File: src/rtl/elevator_pkg.sv
// elevator_pkg: types shared by the floor scheduler and the motion FSM.
// State and direction encodings must stay in step with the motion FSM.
package elevator_pkg;

  typedef enum logic [1:0] {
    IDLE      = 2'd0,
    MOVE_UP   = 2'd1,
    MOVE_DOWN = 2'd2,
    DOOR      = 2'd3
  } sched_state_t;

  typedef enum logic {
    UP   = 1'b0,
    DOWN = 1'b1
  } dir_t;

  // counter width able to hold n-1, never narrower than one bit
  function automatic int cnt_w(input int n);
    return (n > 1) ? $clog2(n) : 1;
  endfunction

endpackage

File: src/rtl/elevator_scheduler_if.sv
// elevator_scheduler_if: call inputs and car status of the floor scheduler.
// master is the call panel / motion side, slave is the scheduler.
interface elevator_scheduler_if #(
  parameter int FLOORS  = 8,
  parameter int FLOOR_W = 3
) ();

  logic [FLOORS-1:0]  call_req;
  logic [FLOOR_W-1:0] cur_floor;
  logic               move_up;
  logic               move_down;
  logic               door_open;
  logic [FLOORS-1:0]  pending;
  logic               busy;

  modport master (
    output call_req,
    input  cur_floor,
    input  move_up,
    input  move_down,
    input  door_open,
    input  pending,
    input  busy
  );

  modport slave (
    input  call_req,
    output cur_floor,
    output move_up,
    output move_down,
    output door_open,
    output pending,
    output busy
  );

endinterface

File: src/rtl/down_timer.sv
// down_timer: loadable down-counter that parks at zero.
// zero is decoded from the register, so it is glitch-free.
module down_timer #(
  parameter int W = 3
) (
  input  logic         clk,
  input  logic         rst,
  input  logic         load,
  input  logic [W-1:0] load_val,
  input  logic         dec,
  output logic         zero
);

  logic [W-1:0] cnt_q;

  // load has priority; otherwise count down and hold at zero
  always_ff @(posedge clk or negedge rst) begin
    if (!rst) begin
      cnt_q <= '0;
    end else if (load) begin
      cnt_q <= load_val;
    end else if (dec && (cnt_q != '0)) begin
      cnt_q <= cnt_q - W'(1);
    end
  end

  assign zero = (cnt_q == '0);

endmodule

File: src/rtl/elevator_scheduler.sv
// elevator_scheduler: SCAN floor scheduler above the motion FSM.
// Latches calls, times travel and door dwell, picks direction.
import elevator_pkg::*;

module elevator_scheduler #(
  parameter int FLOORS        = 8,
  parameter int FLOOR_W       = 3,
  parameter int TRAVEL_CYCLES = 4,
  parameter int DOOR_CYCLES   = 6
) (
  input logic                 clk,
  input logic                 rst,
  elevator_scheduler_if.slave bus
);

  localparam int TW = cnt_w(TRAVEL_CYCLES);
  localparam int DW = cnt_w(DOOR_CYCLES);
  localparam logic [TW-1:0] TLOAD = TW'(TRAVEL_CYCLES - 1);
  localparam logic [DW-1:0] DLOAD = DW'(DOOR_CYCLES - 1);

  sched_state_t       state_q;
  sched_state_t       state_d;
  dir_t               dir_q;
  logic [FLOOR_W-1:0] floor_q;
  logic [FLOOR_W-1:0] nxt_floor;
  logic [FLOORS-1:0]  pend_q;
  logic [FLOORS-1:0]  clr;
  logic [FLOORS-1:0]  cur_oh;
  logic [FLOORS-1:0]  nxt_oh;
  logic               above;
  logic               below;
  logic               here;
  logic               nxt_hit;
  logic               call_here;
  logic               moving;
  logic               step;
  logic               travel_load;
  logic               travel_zero;
  logic               door_load;
  logic               door_zero;

  assign moving = (state_q == MOVE_UP) || (state_q == MOVE_DOWN);

  // next floor only matters while moving; it never wraps there
  assign nxt_floor = (state_q == MOVE_DOWN) ?
                     floor_q - FLOOR_W'(1) :
                     floor_q + FLOOR_W'(1);

  // floor masks and the above/below summary of latched calls
  always_comb begin
    above  = 1'b0;
    below  = 1'b0;
    cur_oh = '0;
    nxt_oh = '0;
    for (int i = 0; i < FLOORS; i++) begin
      cur_oh[i] = (i == int'(floor_q));
      nxt_oh[i] = (i == int'(nxt_floor));
      if (i > int'(floor_q)) begin
        above = above | pend_q[i];
      end
      if (i < int'(floor_q)) begin
        below = below | pend_q[i];
      end
    end
  end

  assign here      = |(pend_q & cur_oh);
  assign nxt_hit   = |(pend_q & nxt_oh);
  assign call_here = |(bus.call_req & cur_oh);

  // scheduling decisions, clear mask and timer loads
  always_comb begin
    state_d     = state_q;
    clr         = '0;
    step        = 1'b0;
    travel_load = 1'b0;
    door_load   = 1'b0;
    unique case (state_q)
      IDLE: begin
        if (here) begin
          state_d   = DOOR;
          door_load = 1'b1;
          clr       = cur_oh;
        end else if (above && below) begin
          state_d     = (dir_q == UP) ? MOVE_UP : MOVE_DOWN;
          travel_load = 1'b1;
        end else if (above) begin
          state_d     = MOVE_UP;
          travel_load = 1'b1;
        end else if (below) begin
          state_d     = MOVE_DOWN;
          travel_load = 1'b1;
        end
      end
      MOVE_UP, MOVE_DOWN: begin
        if (travel_zero) begin
          step = 1'b1;
          if (nxt_hit) begin
            state_d   = DOOR;
            door_load = 1'b1;
            clr       = nxt_oh;
          end else begin
            travel_load = 1'b1;
          end
        end
      end
      DOOR: begin
        clr = cur_oh;
        if (call_here) begin
          door_load = 1'b1;
        end else if (door_zero) begin
          if (dir_q == UP) begin
            if (above) begin
              state_d     = MOVE_UP;
              travel_load = 1'b1;
            end else if (below) begin
              state_d     = MOVE_DOWN;
              travel_load = 1'b1;
            end else begin
              state_d = IDLE;
            end
          end else begin
            if (below) begin
              state_d     = MOVE_DOWN;
              travel_load = 1'b1;
            end else if (above) begin
              state_d     = MOVE_UP;
              travel_load = 1'b1;
            end else begin
              state_d = IDLE;
            end
          end
        end
      end
    endcase
  end

  // state, car position, last direction and latched calls
  always_ff @(posedge clk or negedge rst) begin
    if (!rst) begin
      state_q <= IDLE;
      floor_q <= '0;
      dir_q   <= UP;
      pend_q  <= '0;
    end else begin
      state_q <= state_d;
      pend_q  <= (pend_q | bus.call_req) & ~clr;
      if (step) begin
        floor_q <= nxt_floor;
        dir_q   <= (state_q == MOVE_DOWN) ? DOWN : UP;
      end
    end
  end

  down_timer #(.W(TW)) u_travel (
    .clk      (clk),
    .rst      (rst),
    .load     (travel_load),
    .load_val (TLOAD),
    .dec      (moving),
    .zero     (travel_zero)
  );

  down_timer #(.W(DW)) u_door (
    .clk      (clk),
    .rst      (rst),
    .load     (door_load),
    .load_val (DLOAD),
    .dec      (state_q == DOOR),
    .zero     (door_zero)
  );

  assign bus.cur_floor = floor_q;
  assign bus.move_up   = (state_q == MOVE_UP);
  assign bus.move_down = (state_q == MOVE_DOWN);
  assign bus.door_open = (state_q == DOOR);
  assign bus.busy      = (state_q != IDLE);
  assign bus.pending   = pend_q;

endmodule

File: src/flat_wrapper.sv
// flat-port wrapper written by rule: the top's interface ports become plain ports
module elevator_scheduler_flat 
#(
  parameter int FLOORS        = 8,
  parameter int FLOOR_W       = 3,
  parameter int TRAVEL_CYCLES = 4,
  parameter int DOOR_CYCLES   = 6
)
  (clk, rst, bus_call_req, bus_cur_floor, bus_move_up, bus_move_down, bus_door_open, bus_pending, bus_busy);
  elevator_scheduler_if #(.FLOORS(FLOORS), .FLOOR_W(FLOOR_W)) bus_i ();
  input logic clk;
  input logic rst;
  input wire logic [$bits(bus_i.call_req)-1:0] bus_call_req;
  output wire logic [$bits(bus_i.cur_floor)-1:0] bus_cur_floor;
  output wire logic [$bits(bus_i.move_up)-1:0] bus_move_up;
  output wire logic [$bits(bus_i.move_down)-1:0] bus_move_down;
  output wire logic [$bits(bus_i.door_open)-1:0] bus_door_open;
  output wire logic [$bits(bus_i.pending)-1:0] bus_pending;
  output wire logic [$bits(bus_i.busy)-1:0] bus_busy;
  assign bus_i.call_req = bus_call_req;
  assign bus_cur_floor = bus_i.cur_floor;
  assign bus_move_up = bus_i.move_up;
  assign bus_move_down = bus_i.move_down;
  assign bus_door_open = bus_i.door_open;
  assign bus_pending = bus_i.pending;
  assign bus_busy = bus_i.busy;
  elevator_scheduler #(.FLOORS(FLOORS), .FLOOR_W(FLOOR_W), .TRAVEL_CYCLES(TRAVEL_CYCLES), .DOOR_CYCLES(DOOR_CYCLES)) u_core (.clk(clk), .rst(rst), .bus(bus_i));
endmodule
File: config.mk
export PLATFORM = sky130hd
export DESIGN_NAME = elevator_scheduler_flat
export DESIGN_NICKNAME = d
export VERILOG_FILES = /design/src/rtl/elevator_pkg.sv /design/src/rtl/elevator_scheduler_if.sv /design/src/rtl/down_timer.sv /design/src/rtl/elevator_scheduler.sv /design/src/flat_wrapper.sv
export SDC_FILE = /design/constraint.sdc
export NUM_CORES = 1
export LEC_CHECK = 0
export ABC_AREA = 1
export CAP_MARGIN = 20
export CORE_MARGIN = 10
export CORE_UTILIZATION = 42
export DETAILED_ROUTE_END_ITERATION = 7
export GPL_ROUTABILITY_DRIVEN = 0
export GPL_TIMING_DRIVEN = 0
export PLACE_DENSITY = 0.62
export SLEW_MARGIN = 10
export SYNTH_ARGS = -nofsm -noshare
export SYNTH_HDL_FRONTEND = slang
export SYNTH_SLANG_ARGS = --single-unit
File: constraint.sdc
create_clock -name clk -period 2.55 [get_ports clk]
set_input_delay 0.255 -clock clk [delete_from_list [all_inputs] [get_ports clk]]
set_output_delay 0.255 -clock clk [all_outputs]
set_load 0.02 [all_outputs]
==> results.cfg <==
[route]
ant_nets = 0
first_pass_iters = 4
totalWireLength_mm = 4.74
drtIter0Drc = 134
drc = 0
via_per_inst = 4.82
vias = 1777
avgRoutedWirePerCell_um = 12.8

[placed_design]
dpl.hpwl_mm = 3.77
port_buffers = 24

[timing]
final-setup-viol-count = 0
drv_slew = 0
fin_tns_setup_ps = 0
finalHoldViolCount = 0
relSlewSlack = 0.397
fmax_ghz = 0.429
worst_slew_pin_slew_ps = 902
rsz0062_at_grt = false
period_minus_slack_ps = 2330
fin_skew_ps = 7.06
finalCritPeriodShare = 0.915

[logic_synthesis]
syn_area_sq_um = 1770
synthCells = 291
ys_types = 21
syn_nets = 316
yosys_warnings = 0
synthSimpleGateAreaFrac = 0.427
synth_seq_cells = 19
synthAdderAreaFrac = 0.106
muxShareOfSynthArea = 0
synth-compound-area-share = 0.0808
syn_avg_cell_area_sq_um = 6.07
ys_seq_area_frac = 0.269
synth_xor_area_frac = 0.0149
synth_top_family_by_area = simple AND/OR/NAND/NOR gates

[layout]
n_fill_cell = 456
regArea_sq_um = 475
antennaDiodeCount = 0
utilization = 0.525
nets = 345
multi_input_area_sq_um = 1110
drive_gt1_frac = 0.0658
syn_to_final_growth_pct = 19.8

[die]
io_pins = 25
die_area_sq_um = 7200
start_util = 0.438
fp.dieW_um = 84.8
die_h_um = 84.8
coreArea_sq_um = 4030
num_rows = 23

[clocking]
clk_pin_slew_ps = 80
cts_resized = 0
cts_inserted_buffers = 3
clk_latency_ps = 270
post-cts-setup-buffer-count = 0
cts_root_buf = clkbuf_8
cts_hold_buf = 0
numClockSinks = 19
htreeDepth = 1
cts_buffer_depth = 2
cts_tree = yes

[global_routing]
grt_busiest_layer = met2
antenna_found_initial = 0
overflow = 0
grt_pass1_vias = 1709
grt_pass1_wl_mm = 8.07
grt_max_degree = 20
grtUsageMet3 = 0.0402
grtUsageMet1 = 0.172
use_met2 = 0.220
grt_usage = 0.135

[worst_setup_path]
crit_path_end_kind = flip-flop
cp-start-kind = flip-flop
crit_required_ps = 2720
cp.arrival_ps = 2500
setup.worst_path.class = reg2reg
crit_fanout = 10

[power_and_ir_drop]
ir_drop_mv = 0.820
power_density_nw_per_um2 = 1450
p_leak_uw = 0.00111

[status]
outcome = complete, no violations

[worst_hold_path]
hp-class = in2async

[job]
drv_cap = 0
-- synth_stat cells (all sizes together) --
library cell | instances | area, sq um
nor2 | 45 | 174
dfrtp | 19 | 475
o22ai | 7 | 43.8
nand3 | 23 | 120
a21oi | 15 | 78.8
clkbuf | 3 | 11.3
or2 | 1 | 6.26
ha | 15 | 188
nor3 | 3 | 15.0
nand4 | 1 | 6.26
buf | 2 | 22.5
nand2 | 111 | 432
o21ai | 4 | 20.0
inv | 38 | 143
xor2 | 3 | 26.3
clkinv | 1 | 3.75
-- state kept, by name, summed over array words and instances (netlist names) --
signal / count
u_core.bus.cur_floor: 3
u_core.bus.pending: 8
u_core.dir_q: 1
u_core.state_q: 2
u_core.u_door.cnt_q: 3
u_core.u_travel.cnt_q: 2
-- placed cells by master (no fill, tap or decap) --
cell type and count:
nand2_1 105, nor2_1 43, inv_1 34, clkdlybuf4s50_1 24, nand3_1 22, dfrtp_1 19, ha_1 15, a21oi_1 14
o22ai_1 7, nand2_2 6, inv_2 4, o21ai_0 4, clkbuf_1 3, nor3_1 3, xor2_1 3, clkbuf_8 3
buf_6 2, nor2_2 2, nand3_2 1, clkinv_1 1, or2_2 1, nand4_1 1, a21oi_2 1, clkinv_2 1
-- critical path: stages, from the launching register on --
cell     delay (ps)
dfrtp_1         610
inv_2           180
ha_1            380
inv_1            80
nand2_1          50
nand2_1         100
nor2_1           70
nand3_1         120
nand2_1          70
nor2_1          190
nand2_1          90
nand2_1          90
nand2_2          60
nand2_1          80
nand2_1          50
-- layer usage --
metal | up-vias | routed length [um] | share of wire
met5 | - | 0 | 0
met4 | 0 | 41 | 0.0087
met3 | 5 | 269 | 0.057
met2 | 32 | 2080 | 0.44
met1 | 785 | 2340 | 0.49
li1 | 955 | - | -
-- cells by family after synthesis --
family / after synthesis
buf+inv: 44
compound gates: 26
xor+xnor: 3
flops: 19
fa+ha+maj: 15
simple gates: 184
-- layout make-up --
cell class,instances,share of cell area
Sequential cell,19,0.225
Inverter,39,0.0692
Tap cell,50,0.0296
Clock inverter,1,0.00237
Timing Repair Buffer,24,0.114
Buffer,5,0.0160
Clock buffer,3,0.0195
Multi-Input combinational cell,228,0.525
-- report_power, final --
group / total [uW] / leakage (uW) / internal, uW / switching [uW]
Clock: 223 / 0.0000255 / 109 / 114
Combinational: 2240 / 0.000877 / 808 / 1430
Sequential: 605 / 0.000205 / 434 / 171
-- through the flow --
stage | power [uW] | worst slack [ps] | std cells | cell area [sq um] | hold WS [ps]
after global routing | 3410 | 27.7 | 369 | 2110 | 532
after CTS | 3080 | 259 | 369 | 2110 | 504
after global placement | 2830 | 298 | 365 | 2070 | 477
final | 3060 | 218 | 369 | 2110 | 490
after floorplan | 2210 | 496 | 291 | 1770 | -40.6
after detailed placement | 2850 | 288 | 365 | 2070 | 485
-- path summary, 6_finish.rpt --
| path | startpoint | to | slack, ps | depth (start not counted) |
|---|---|---|---|---|
| max in group asynchronous | rst | u_core.bus.pending[3] | 1510 | 1 |
| min in group clk | u_core.u_door.cnt_q[2] | u_core.u_door.cnt_q[2] | 500 | 2 |
| worst min-delay path | rst | u_core.bus.cur_floor[0] | 490 | 1 |
| worst max-delay path | u_core.bus.cur_floor[0] | u_core.u_door.cnt_q[0] | 220 | 14 |
| worst min register to register | u_core.u_door.cnt_q[2] | u_core.u_door.cnt_q[2] | 500 | 2 |
| worst max register to register | u_core.bus.cur_floor[0] | u_core.u_door.cnt_q[0] | 220 | 14 |
Note: power is estimated with default switching activity, not from simulation.
